<file path="src/rtl/fifo_pop_pkg.sv">
// Shared constants and types for the pop-side prefetch stage.
package fifo_pop_pkg;

    localparam int unsigned BUF_DEPTH = 2;
    localparam int unsigned LAT_MAX   = 2;

    typedef logic [1:0] level_t;

endpackage

</file>
<file path="src/rtl/fifo_pop_skid_buf.sv">
// Two-entry register buffer with head/tail pointers and an occupancy count.
module fifo_pop_skid_buf
    import fifo_pop_pkg::*;
#(
    parameter int unsigned width = 8
) (
    input  logic             clk,
    input  logic             rst,
    input  logic             clr,
    input  logic             push,
    input  logic [width-1:0] push_data,
    input  logic             pop,
    output logic [width-1:0] head_data,
    output level_t           level
);

    localparam int unsigned PTR_W = $clog2(BUF_DEPTH);

    logic [width-1:0] mem_q [BUF_DEPTH];
    logic [PTR_W-1:0] head_q;
    logic [PTR_W-1:0] tail_q;
    level_t           level_q;

    always_ff @(posedge clk or posedge rst) begin
        if (rst) begin
            for (int i = 0; i < BUF_DEPTH; i++) begin
                mem_q[i] <= '0;
            end
            head_q  <= '0;
            tail_q  <= '0;
            level_q <= '0;
        end else if (clr) begin
            head_q  <= '0;
            tail_q  <= '0;
            level_q <= '0;
        end else begin
            if (push) begin
                mem_q[tail_q] <= push_data;
                tail_q        <= tail_q + 1'b1;
            end
            if (pop) begin
                head_q <= head_q + 1'b1;
            end
            // Simultaneous push and pop leaves the count unchanged.
            if (push && !pop) begin
                level_q <= level_q + 2'd1;
            end else if (pop && !push) begin
                level_q <= level_q - 2'd1;
            end
        end
    end

    assign head_data = mem_q[head_q];
    assign level     = level_q;

endmodule

</file>
<file path="src/rtl/fifo_pop_prefetch.sv">
// Pop-side prefetch: issues FIFO pops, tracks RAM read latency, streams captured words.
module fifo_pop_prefetch
    import fifo_pop_pkg::*;
#(
    parameter int unsigned width   = 8,
    parameter int unsigned ram_lat = 1
) (
    input  logic             clk,
    input  logic             rst,
    input  logic             pop_empty,
    output logic             pop_req_n,
    output logic             ram_re,
    input  logic [width-1:0] ram_rd_data,
    input  logic             flush,
    output logic             out_valid,
    input  logic             out_ready,
    output logic [width-1:0] out_data,
    output level_t           level
);

    logic [ram_lat-1:0] infl_q;
    logic [ram_lat-1:0] infl_d;
    level_t             infl_cnt;
    logic               accept;
    logic               issue;
    logic               capture;

    always_comb begin
        infl_cnt = '0;
        for (int i = 0; i < ram_lat; i++) begin
            infl_cnt = infl_cnt + {1'b0, infl_q[i]};
        end
    end

    assign out_valid = (level != 2'd0);
    assign accept    = out_valid & out_ready;

    // Words committed (buffered + in flight) after this cycle's accept must stay below depth.
    assign issue = !pop_empty && !flush && !rst &&
                   (({1'b0, level} + {1'b0, infl_cnt}) < (3'd2 + {2'b00, accept}));

    assign pop_req_n = ~issue;
    assign ram_re    = issue;
    assign capture   = infl_q[ram_lat-1] & ~flush;

    if (ram_lat == 1) begin : g_lat1
        assign infl_d = issue;
    end else begin : g_latn
        assign infl_d = {infl_q[ram_lat-2:0], issue};
    end

    always_ff @(posedge clk or posedge rst) begin
        if (rst) begin
            infl_q <= '0;
        end else if (flush) begin
            infl_q <= '0;
        end else begin
            infl_q <= infl_d;
        end
    end

    fifo_pop_skid_buf #(
        .width(width)
    ) u_skid_buf (
        .clk      (clk),
        .rst      (rst),
        .clr      (flush),
        .push     (capture),
        .push_data(ram_rd_data),
        .pop      (accept),
        .head_data(out_data),
        .level    (level)
    );

endmodule

</file>
<file path="config.mk">
export PLATFORM = sky130hd
export DESIGN_NAME = fifo_pop_prefetch
export DESIGN_NICKNAME = d
export VERILOG_FILES = /design/src/rtl/fifo_pop_pkg.sv /design/src/rtl/fifo_pop_skid_buf.sv /design/src/rtl/fifo_pop_prefetch.sv
export SDC_FILE = /design/constraint.sdc
export NUM_CORES = 1
export LEC_CHECK = 0
export ABC_AREA = 1
export BUFFER_PORTS_ARGS = -buffer_cell sky130_fd_sc_hd__buf_2
export CORE_MARGIN = 1.5
export CORE_UTILIZATION = 30
export DETAILED_ROUTE_END_ITERATION = 8
export GPL_TIMING_DRIVEN = 0
export PLACE_DENSITY = 0.52
export SYNTH_ARGS = -nofsm -noshare
export SYNTH_HDL_FRONTEND = slang
export SYNTH_SLANG_ARGS = --single-unit
</file>
<file path="constraint.sdc">
create_clock -name clk -period 2.8 [get_ports clk]
set_clock_uncertainty 0.2 [all_clocks]
set_input_delay 0.14 -clock clk [delete_from_list [all_inputs] [get_ports clk]]
set_output_delay 0.14 -clock clk [all_outputs]
set_load 0.02 [all_outputs]
</file>
After elaboration in Yosys (flattened, before gate mapping)
Index checks and enable logic that the tools add are counted.

Bits in registers: 21. Bits in writable memories: 0. Memories kept: 0. Bits of input ports: 13. Latch bits: 0. Word-level logic and storage cells: 52. Output and inout bits: 13. Bits in read-only memories: 0.

$mul: 0. Eq/ne operators: 0. Bitwise gates (word level): 6. Reduce and logical (&&, ||, !) cells: 16. Divide/modulo/power cells: 0. Shifts and indexed selects: 0. Multiplexer cells: 14. Add/subtract/negate cells: 6. Magnitude comparators: 4.

Operators by type and width (count): $mux 8 (4); $bwmux 16 (1); $demux 8 s1 (1); $logic_and 1x1->1 (6); $mux 2 (3); $reduce_bool 2->1 (3); $logic_not 1->1 (5); $mux 1 (5); $ge 2x2->1 const B (2); $not 1->2 (2); $add 2x1->3 (1); $add 2x1->3 const A (1); $lt 3x3->1 (1); $reduce_bool 3->1 (1); $add 1x1->1 const B (2); $add 2x1->2 const B (1); $and 1x1->1 (2); $lt 2x1->1 const B (1); $not 1->1 (2); $reduce_and 2->1 (1); $sub 2x1->2 const B (1).

Logic depth before layout (Yosys ltp)
Depth in word-level cells: 7. Gate-level depth with buffers: 7. Gate-level depth less buffers: 7.

By module
From an unflattened synthesis, not the netlist that was laid out.

Cells, all modules: 123. Area, all modules: 1113.6 um^2.

By module, submodules not included: fifo_pop_skid_buf (cells an instance 102, seq. area each 500.5 um^2, area an instance 979.7 um^2, times used 1); fifo_pop_prefetch (cells an instance 21, seq. area each 25.0 um^2, area an instance 133.9 um^2, times used 1).

Worst setup path after synthesis
Ideal clock, no wire load.

Path kind: reg2out. Start: reg u_skid_buf.level_q[0] (netlist: u_skid_buf.level[0]). End: out ram_re. Setup slack: 0.936 ns. Path buffers: 0. Arrival time: 1.524 ns. Required time: 2.460 ns. Cell stages (with the launch flop): 7. Cell sequence: dfrtp_1 -> inv_1 -> nand2_1 -> nand2_1 -> o21ai_0 -> nand3_1 -> inv_1.

Cells in the longest elaborated chain, start to end: 5. Elaborated cells on any way between the ends: 6. Those cells by class: 2 x add/sub; 1 x order compare; 1 x bitwise; 2 x reduce/logical.

RTL lines: start: declaration (RTL line fifo_pop_skid_buf.sv:22) `level_t level_q;`; start signal: assignment (RTL line fifo_pop_skid_buf.sv:46) `level_q <= level_q + 2'd1;`; start signal: assignment (RTL line fifo_pop_skid_buf.sv:48) `level_q <= level_q - 2'd1;`; $reduce_bool 2->1 (RTL line fifo_pop_prefetch.sv:35) `assign out_valid = (level != 2'd0);`; net out_valid (RTL line fifo_pop_prefetch.sv:15) `output logic out_valid,`; $and 1x1->1 (RTL line fifo_pop_prefetch.sv:36) `assign accept = out_valid & out_ready;`; $add 2x1->3 (RTL line fifo_pop_prefetch.sv:40) `(({1'b0, level} + {1'b0, infl_cnt}) < (3'd2 + {2'b00, accept}));`; $lt 3x3->1 (RTL line fifo_pop_prefetch.sv:40); $logic_and 1x1->1 (RTL line fifo_pop_prefetch.sv:39) `assign issue = !pop_empty && !flush && !rst &&`; end: declaration (RTL line fifo_pop_prefetch.sv:12) `output logic ram_re,`.

The timed path passes the listed nets, and every way through them passes these cells.

Worst setup path in the final report
Start: reg u_skid_buf.level_q[0] (netlist: u_skid_buf.level[0]). End: out ram_re.

Cells in the longest elaborated chain, start to end: 5. Elaborated cells on any way between the ends: 6. Those cells by class: 2 x add/sub; 1 x order compare; 1 x bitwise; 2 x reduce/logical.

RTL lines (RTL line): $reduce_bool 2->1 (fifo_pop_prefetch.sv:35); $and 1x1->1 (fifo_pop_prefetch.sv:36); $add 2x1->3 (fifo_pop_prefetch.sv:40); $lt 3x3->1 * (fifo_pop_prefetch.sv:40); $logic_and 1x1->1 * (fifo_pop_prefetch.sv:39).

Mark *: on every way between the ends. The rest lies on a longest branch, timed or not.

==> run_results.csv <==
group,metric,value,unit
run_status,status,"completed",
worst_setup_path,startpoint,"u_skid_buf.level[0]",
sta,slew_headroom,0.477,
place,dpl_worst_slack,1170,ps
cts,cts_resized,0,
worst_setup_path,cp_max_fo,5,
sta,rsz0062_at_grt,"no",
sta,setup-tns-final,0,ps
yosys,ys_seq_area_frac,0.507,
drt,route.detailed.drc,0,
min_path,min_from,"u_skid_buf.mem_q[6]",
finish,diodes,0,
floorplanning,die_h,61.8,um
yosys,yosys_warnings,0,
yosys,synth_top_area_cell,"dfrtp_1",
yosys,synthDistinctLibCells,17,
worst_setup_path,crit_top_cell,"ha_1",
finish,final_area,1370,sq um
yosys,synth_most_common_cell,"nand2_1",
yosys,synth_top_family_by_area,"simple AND/OR/NAND/NOR gates",
grt,grt_usage,0.136,
cts,clkTransAtPathRegs,110,ps
sta,layout_setup_ws,840,ps
worst_setup_path,endpoint_kind,"primary output",
sta,worstMarginPinSlew,783,ps
worst_setup_path,cp_slowest_cell,"dfrtp_1",
worst_setup_path,criticalPathCategory,"reg -> out",
yosys,yosysTopAreaCellShare,0.507,
yosys,synth_compound_area_frac,0.125,
yosys,synth_edf_count,0,
place,finalWeightedCongestion,0.716,
floorplanning,core,3340,sq um
drt,drtIter0Drc,39,
floorplanning,die_w,61.8,um
cts,clk_path_buf_depth,2,
sta,period_share,0.700,
cts,clock_latency,300,ps
drt,antenna_left,0,
worst_setup_path,critPathRequiredTime,2460,ps
worst_setup_path,arrival,1620,ps
yosys,muxShareOfSynthArea,0,
floorplanning,io_pins,26,
floorplanning,start_util,0.311,
power,cellPowerDensity,768,nW/um^2
cts,cts.sink_count,21,
yosys,synth-adder-area-share,0.0241,
cts,hold_buffers,12,
power,p_total,1.05,mW
worst_setup_path,reg2reg_to,"u_skid_buf.head_q",
yosys,synthCells,126,
grt,globalRouteOverflowTotal,0,
yosys,synth_top_flop_cell,"dfrtp_1",
min_path,whs_endpoint,"u_skid_buf.mem_q[6]",
yosys,async_flop_share,1.00,
finish,area_growth_syn_to_layout,31.8,%
yosys,synth_fp_nets,141,
yosys,synth_common_cells,"nand2_1 (51), dfrtp_1 (21), inv_1 (16)",
place,port_buffers,25,
sta,fmax,510,MHz
grt,antenna_found_initial,0,
min_path,holdPathStages,2,
yosys,synthXorXnorAreaFrac,0,
finish,layout-drive-gt1-share,0.263,
yosys,synth_area_leaders,"dfrtp_1 (51%), nand2_1 (18%), o21ai_2 (6.8%), inv_1 (5.8%), o21ai_0 (5.3%)",
place,dp_hpwl,1520,um
sta,min_period,1960,ps
floorplanning,dieArea,3820,sq um
grt,grt_max_degree,22,
cts,cts_buffers,3,
cts,cts_max_level,1,
finish,nNetsFinal,183,
run,cap_violations,0,
min_path,min_path_type,"reg -> reg",
cts,ctsRootBufferMaster,"clkbuf_4",
yosys,synth-simple-area-share,0.239,
sta,setup_viol,0,
worst_setup_path,startpoint_type,"flip-flop",
yosys,yosys_register_bits,21,
worst_setup_path,worstReg2RegStart,"u_skid_buf.head_q",
yosys,synth_area_per_cell,8.23,sq um
worst_setup_path,crit_path_max_incr_delay,430,ps
floorplanning,rows,21,
power,vdd_drop_max,0.326,mV
drt,firstDrtPassIters,4,
power,leakagePower,0.773,nW
yosys,syn_area,1040,sq um
worst_setup_path,cp_cell_sequence,"ha_1, ha_1, o21ai_0, nand3_1, inv_1, buf_2",
worst_setup_path,worst-r2r-cell-count,4,
sta,drv_slew,0,
sta,finalHoldViolCount,0,
drt,viasPerCell,4.31,
grt,grt_pass1_vias,811,
drt,wl_per_cell,10.5,um
drt,wl,2240,um
cts,cts_tree,"done",
worst_setup_path,r2r_slack,1280,ps
place,place_area,1220,sq um
drt,vias,917,
grt,grt_first_pass_wirelength,3660,um
cts,cts_setup_buffers,0,
area by class of cell:
cell class	count	area (sq um)
multi-input cells	83	403
clock buffers	3	22.5
repair buffers	37	245
plain buffers	4	41.3
well taps	46	57.6
inverters	18	67.6
fillers	355	1970
flip-flops and latches	21	526
clock inverters	1	5.00
per-layer routing:
metal	global-route usage	vias up	part of all wire
met1	0.173	423	0.47
met2	0.226	15	0.49
met3	0.0248	4	0.022
met5	0	-	0
li1	-	475	-
met4	0.0638	0	0.016
flip-flops by register name, indices dropped and copies added, names as in the netlist:
signal and count:
u_skid_buf.tail_q 1, u_skid_buf.mem_q 16, u_skid_buf.head_q 1, infl_q 1, u_skid_buf.level 2
how the worst max path moves through the flow:
stage | cells after the start | slack (ps) | to
2_1_floorplan | 6 | 940 | ram_re
3_3_place_gp | 6 | 1190 | ram_re
3_5_place_dp | 6 | 1170 | ram_re
4_1_cts | 6 | 810 | ram_re
5_1_grt | 6 | 660 | ram_re
6_report | 6 | 840 | ram_re
power breakdown:
group	internal (mW)	total (mW)	switching (mW)	leakage (nW)
Combinational	0.171	0.459	0.288	0.479
Sequential	0.392	0.446	0.0540	0.277
Clock	0.0533	0.144	0.0911	0.0177
Total	0.617	1.05	0.433	0.773
logic make-up after synthesis:
family / Yosys count
AND/OR/NAND/NOR: 61
AO/OA/AOI/OAI: 20
buffers and inverters: 22
adder cells (fa/ha/maj): 2
flip-flops: 21
critical path: cells and delay by family, from the launching register on:
family	cells	cell delay [ps]
AND/OR/NAND/NOR	1	120
AO/OA/AOI/OAI	1	70
flip-flops	1	430
adder cells (fa/ha/maj)	2	480
buffers and inverters	2	220
per-stage QoR:
| step | utilization | hold slack, ps | std cells |
|---|---|---|---|
| floorplan | - | -83.5 | 126 |
| global placement | 0.366 | 126 | 197 |
| detailed placement | 0.366 | 131 | 197 |
| CTS | 0.410 | 301 | 213 |
| global route | 0.410 | 324 | 213 |
| finish | 0.410 | 297 | 213 |
cell usage in the layout, fill, tap and decap left out, types with 2 or more instances in the layout:
cell type and n:
nand2_2 2, nand3_1 4, dlygate4sd3_1 12, ha_1 2, nand2_1 51, clkbuf_4 3
nand4_1 2, inv_1 16, o21ai_0 11, buf_2 27, dfrtp_1 21, o21ai_2 8
Power figures use the tool's default switching activity.
